[config.mk]
export PLATFORM = sky130hd
export DESIGN_NAME = regfile_scoreboard
export DESIGN_NICKNAME = d
export VERILOG_FILES = /design/src/rtl/regfile_scoreboard.sv
export SDC_FILE = /design/constraint.sdc
export NUM_CORES = 2
export LEC_CHECK = 0
export BUFFER_PORTS_ARGS = -buffer_cell sky130_fd_sc_hd__buf_4
export CAP_MARGIN = 15
export CELL_PAD_IN_SITES_DETAIL_PLACEMENT = 0
export CELL_PAD_IN_SITES_GLOBAL_PLACEMENT = 1
export CORE_UTILIZATION = 25
export DETAILED_ROUTE_END_ITERATION = 8
export GPL_TIMING_DRIVEN = 1
export PLACE_DENSITY = 0.53
export SYNTH_ARGS = -nofsm -noshare
export SYNTH_HDL_FRONTEND = slang
export SYNTH_SLANG_ARGS = --single-unit
export TNS_END_PERCENT = 30
[constraint.sdc]
create_clock -name clock -period 3.6 [get_ports clock]
set_input_delay 0.72 -clock clock [delete_from_list [all_inputs] [get_ports clock]]
set_output_delay 0.72 -clock clock [all_outputs]
set_load 0.02 [all_outputs]
[src/rtl/regfile_scoreboard.sv]
// Register file with issue scoreboard: DEPTH x WIDTH registers, one write port,
// two combinational read ports with write-through bypass, per-register busy bits.
// Latency: reads 0 cycles, writes/marks/count visible 1 cycle later; no backpressure.
// Ports: clock / ctrl_reset (sync, active-high); write port (ctrl_writeEnable,
//   ctrl_writeReg, data_writeReg); read ports A/B (ctrl_readRegX -> data_readRegX,
//   busy_X); issue mark (ctrl_markBusy, ctrl_busyReg); busy_count.
module regfile_scoreboard #(
  parameter int WIDTH    = 32,
  parameter int DEPTH    = 32,
  parameter int ADDR_W   = 5,
  parameter int ZERO_REG = 1
) (
  input  logic              clock,
  input  logic              ctrl_reset,
  input  logic              ctrl_writeEnable,
  input  logic [ADDR_W-1:0] ctrl_writeReg,
  input  logic [WIDTH-1:0]  data_writeReg,
  input  logic [ADDR_W-1:0] ctrl_readRegA,
  input  logic [ADDR_W-1:0] ctrl_readRegB,
  output logic [WIDTH-1:0]  data_readRegA,
  output logic [WIDTH-1:0]  data_readRegB,
  input  logic              ctrl_markBusy,
  input  logic [ADDR_W-1:0] ctrl_busyReg,
  output logic              busy_A,
  output logic              busy_B,
  output logic [ADDR_W:0]   busy_count
);

  localparam logic [ADDR_W:0] DEPTH_L = (ADDR_W+1)'(DEPTH);

  logic [WIDTH-1:0] regs_q [DEPTH];
  logic [DEPTH-1:0] busy_q, busy_d;
  logic [ADDR_W:0]  count_q, count_d;

  // An address is usable if it lies inside the bank and is not the hardwired zero.
  function automatic logic addr_ok(input logic [ADDR_W-1:0] a);
    return ({1'b0, a} < DEPTH_L) && !((ZERO_REG != 0) && (a == '0));
  endfunction

  logic wr_ok, mk_ok;
  logic rd_ok_a, rd_ok_b, hit_a, hit_b;
  logic set_inc, clr_dec;

  assign wr_ok   = ctrl_writeEnable && addr_ok(ctrl_writeReg);
  assign mk_ok   = ctrl_markBusy && addr_ok(ctrl_busyReg);
  assign rd_ok_a = addr_ok(ctrl_readRegA);
  assign rd_ok_b = addr_ok(ctrl_readRegB);
  assign hit_a   = wr_ok && (ctrl_writeReg == ctrl_readRegA);
  assign hit_b   = wr_ok && (ctrl_writeReg == ctrl_readRegB);

  assign data_readRegA = !rd_ok_a ? '0 : (hit_a ? data_writeReg : regs_q[ctrl_readRegA]);
  assign data_readRegB = !rd_ok_b ? '0 : (hit_b ? data_writeReg : regs_q[ctrl_readRegB]);

  // A same-cycle writeback resolves the hazard since its data is bypassed.
  assign busy_A = rd_ok_a && !hit_a && busy_q[ctrl_readRegA];
  assign busy_B = rd_ok_b && !hit_b && busy_q[ctrl_readRegB];

  // Mark is applied after clear, so a new producer on the written register wins.
  // The counter follows actual bit transitions only.
  always_comb begin
    busy_d  = busy_q;
    set_inc = 1'b0;
    clr_dec = 1'b0;
    if (wr_ok) begin
      busy_d[ctrl_writeReg] = 1'b0;
    end
    if (mk_ok) begin
      busy_d[ctrl_busyReg] = 1'b1;
    end
    set_inc = mk_ok && !busy_q[ctrl_busyReg];
    clr_dec = wr_ok && busy_q[ctrl_writeReg] && !(mk_ok && (ctrl_busyReg == ctrl_writeReg));
    count_d = count_q + (ADDR_W+1)'(set_inc) - (ADDR_W+1)'(clr_dec);
  end

  always_ff @(posedge clock) begin
    if (ctrl_reset) begin
      for (int i = 0; i < DEPTH; i++) begin
        regs_q[i] <= '0;
      end
      busy_q  <= '0;
      count_q <= '0;
    end else begin
      if (wr_ok) begin
        regs_q[ctrl_writeReg] <= data_writeReg;
      end
      busy_q  <= busy_d;
      count_q <= count_d;
    end
  end

  assign busy_count = count_q;

endmodule
==> impl.org <==
** Power
- Total chip power :: 31.7 mW
- Switching part of the total :: 0.275
- Share of power burned in combinational logic :: 0.160
- Power spread over the standard cell area amounts to 446 mW/mm^2.
- Share of power burned in registers :: 0.461
- The share of total power dissipated in the clock network is 0.379.
- Across the VDD grid, the largest voltage drop is 377 uV.
- For this design the total switching power over the nets is 8.72 mW.
- P_int :: 23.0 mW
- The analysis attributes to cell leakage a power of 25.7 nW.

** STA
- Headroom to the max-slew limit came out at 0.353.
- RSZ-0062 raised after global routing :: true
- Post-layout min period :: 3.63 ns
- Fin crit share :: 1.01
- Final worst setup slack :: -0.0317 ns
- For this run, the top clock speed supported by timing is 275 MHz.
- Worst Tran Pin Value :: 0.970 ns
- Between clock sinks in the finished design, the worst skew comes to 0.00750 ns.
- Count of endpoints failing setup in the final report :: 7
- The number of max-slew violations in the final report was 0.
- The number of failing hold endpoints at the final stage was 0.
- The tightest hold path in the finished design has a slack of 0.386 ns.

** Logic synthesis
- For this run, the register share of the synthesized area comes to 0.543.
- Count of distinct cell types in the synthesized netlist :: 60
- Number of instances in the synthesized netlist :: 4282
- Synth top area share :: 0.530
- Fraction of synthesis flops using an asynchronous set or reset pin :: 0
- Post-synthesis instance area :: 0.0580 mm^2
- The commonest cells after synthesis are 1024 x edfxtp_1, 999 x and2_1, 480 x mux2i_1.
- Synth warnings :: 0
- For this run, the leading register cell type out of synthesis is edfxtp_1.
- After synthesis the netlist holds a flip-flop and latch count of 1062.
- Dividing the synthesized area by the synthesized cell count gives 13.5 um^2.
- Dominant cell by count in the synthesized netlist :: edfxtp_1
- Yosys mapped a number of flops with a built-in enable equal to 1024.
- edfxtp_1 takes more of the synthesized area than any other cell.
- By area the synthesized netlist is led by edfxtp_1 53%, mux4_2 13%, and2_1 11%.

** Floorplanning
- The floorplan has 176 rows.
- Core outline area :: 0.230 mm^2
- I/O pin cnt :: 128
- Die width :: 484 um
- For this configuration, the core starts out at a cell density of 0.252.
- Die Height :: 484 um
- The floorplan step defined a die boundary enclosing 0.234 mm^2.

** Placed design
- At the end of routability-driven placement, the weighted congestion stood at 0.864.
- Port buffer count :: 127
- Once detailed placement completed, the half-perimeter wirelength came to 170000 um.

** Global routing
- Entering global routing, the biggest net connects 41 pins.
- The first global-routing pass estimated 350000 um of wire.
- Grt ovf :: 0
- Antenna violations before repair :: 36
- The via count of the first global-routing pass is 40200.
- Overall Global Routing Usage :: 0.218

** Drt
- In the final routed layout, each cell accounts on average for 33.7 um.
- After the first detailed-routing iteration, the DRC count stood at 4901.
- Drc violations :: 0
- The detailed router placed 40900 vias in this run.
- Count of nets left with antenna violations after detail routing :: 0
- In the routed layout, each cell is associated on average with a via count of 5.27.
- Total length of routed wires :: 261000 um
- The first detailed-routing pass took 6 iterations.

** Job
- Maximum Capacitance Violations :: 0

** Clock tree
- Clock net sink count :: 1062
- The clock reaches the later pin of the worst-skew pair after 0.73 ns.
- Clock tree root driver cell :: clkbuf_16
- TritonCTS built the clock tree.
- The clock tree synthesis step divided the H-tree into 3 levels.
- After clock tree synthesis, the clock-pin slew on the worst setup and hold paths is 0.06 ns.
- The longest clock path from root to sink contains 3 buffers.
- The number of clock buffers added by TritonCTS is 119.

** Setup path
- In this design, the critical path's most frequently occurring cell is buf_4.
- Data on the critical path arrives at its endpoint at 2.91 ns.
- Required time of the critical path :: 2.88 ns
- The largest single stage delay on the critical path is 0.55 ns.
- Slowest cell on crit path :: nor3_2
- Maximum fanout encountered on the critical timing path :: 14
- Traced cell by cell, the critical path runs through buf_4 > buf_4 > xnor2_1 > nand3_1 > nor3_2 > buf_12 > a32o_1 > buf_4.
- STA classifies the critical path startpoint as an input port.
- The critical path is of the in2out type.
- Counting both buffers and inverters, the worst setup path holds a total of 4.
- The kind of cell with the highest combined delay along the critical path is buffers and inverters.
- The worst setup path is captured at a primary output.

** Status
- Failing checks :: negative setup slack
- Outcome :: finished with violations

** Cells and area
- After the last flow step, the layout net total stands at 4688.
- From synthesis to final layout, the design area changed by 22.5%.
- Of the cells placed in the final design, the portion with a size suffix greater than 1 is 0.266.

** Worst hold path
- Tightest Hold Check Type :: in2reg
==> power by group through the flow <==
stage          sequential, mW  combinational (mW)  clock, mW
2_1_floorplan            14.7                2.53          0
3_3_place_gp             14.8                5.02          0
3_5_place_dp             14.8                5.02          0
4_1_cts                  14.6                5.06       12.2
5_1_grt                  14.7                5.28       12.6
6_report                 14.6                5.08       12.0
==> timing repair <==
action,4_1_cts,5_1_grt
setup buffers,5,5
endpoints found under the setup margin,60,48
gates resized for setup,35,30
pin swaps,6,6
gates cloned,0,1
hold buffers,0,0
==> tightest hold or removal path, cell delays in order <==
cell and delay, ns:
buf_4 0.12, buf_4 0.11, nand3_1 0.06, o21ai_0 0.06
==> state kept, by name, summed over array words and instances, names as in the netlist <==
signal	cells
busy_count	6
busy_q	32
regs_q	1024
==> logic make-up after synthesis <==
logic type,count (synthesis),share of synthesized area
and+or+nand+nor,1328,0.135
DFF,1062,0.543
muxes,810,0.210
AOI/OAI and AO/OA,560,0.0713
buffers and inverters,495,0.0354
xor gates and xnor gates,19,0.00287
adders and majority gates,7,0.00164
other,1,0.0000647
==> metrics by stage <==
step | std cells | TNS [ns] | instance area, um^2 | util | setup WS (ns)
after CTS | 7737 | -0.538 | 70800 | 0.307 | -0.0746
after global routing | 7747 | -0.927 | 71000 | 0.308 | -0.0682
final | 7756 | -0.0929 | 71000 | 0.308 | -0.0317
after detailed placement | 7520 | -8.36 | 67000 | 0.291 | -0.452
after global placement | 7520 | -8.26 | 67000 | 0.291 | -0.533
after floorplan | 4313 | 0 | 58100 | - | 0.00271
==> placed cells by master, fill, tap and decap left out, drive strengths merged, types with 41 or more instances in the layout <==
cell,netlist,layout
edfxtp,1024,1024
and2,999,999
buf,148,643
mux2i,480,480
mux4,327,327
a22oi,159,159
clkbuf,305,158
nand2,112,112
nor2,77,77
a21oi,73,73
o22ai,67,67
a22o,54,54
clkinv,1,44
inv,41,42
a32o,41,41
==> final cells by class <==
class / instances / area [um^2]
clock buffers: 157 / 3140
flip-flops and latches: 1062 / 31500
multi-input cells: 2756 / 25100
clock inverters: 55 / 479
well taps: 3026 / 3790
diodes: 14 / 35.0
repair buffers: 644 / 6800
fillers: 23100 / 159000
inverters: 42 / 158
==> layer usage <==
metal	GRT usage	vias up	wire [um]
li1	-	17000	-
met1	0.287	21500	109000
met2	0.350	1998	121000
met3	0.0456	441	20500
met4	0.0833	8	10400
met5	0	-	48
==> path summary, 6_finish.rpt <==
path	slack [ns]	start	cells past startpoint	end
worst min register to register	0.56	busy_q[9]$_SDFF_PP0_	2	busy_q[9]$_SDFF_PP0_
worst max register to register	0.20	busy_q[3]$_SDFF_PP0_	14	busy_count[5]$_SDFF_PP0_
worst min-delay path	0.39	ctrl_busyReg[1]	4	busy_q[3]$_SDFF_PP0_
worst max-delay path	-0.03	ctrl_writeReg[1]	8	data_readRegB[26]
Power figures use the tool's default switching activity.
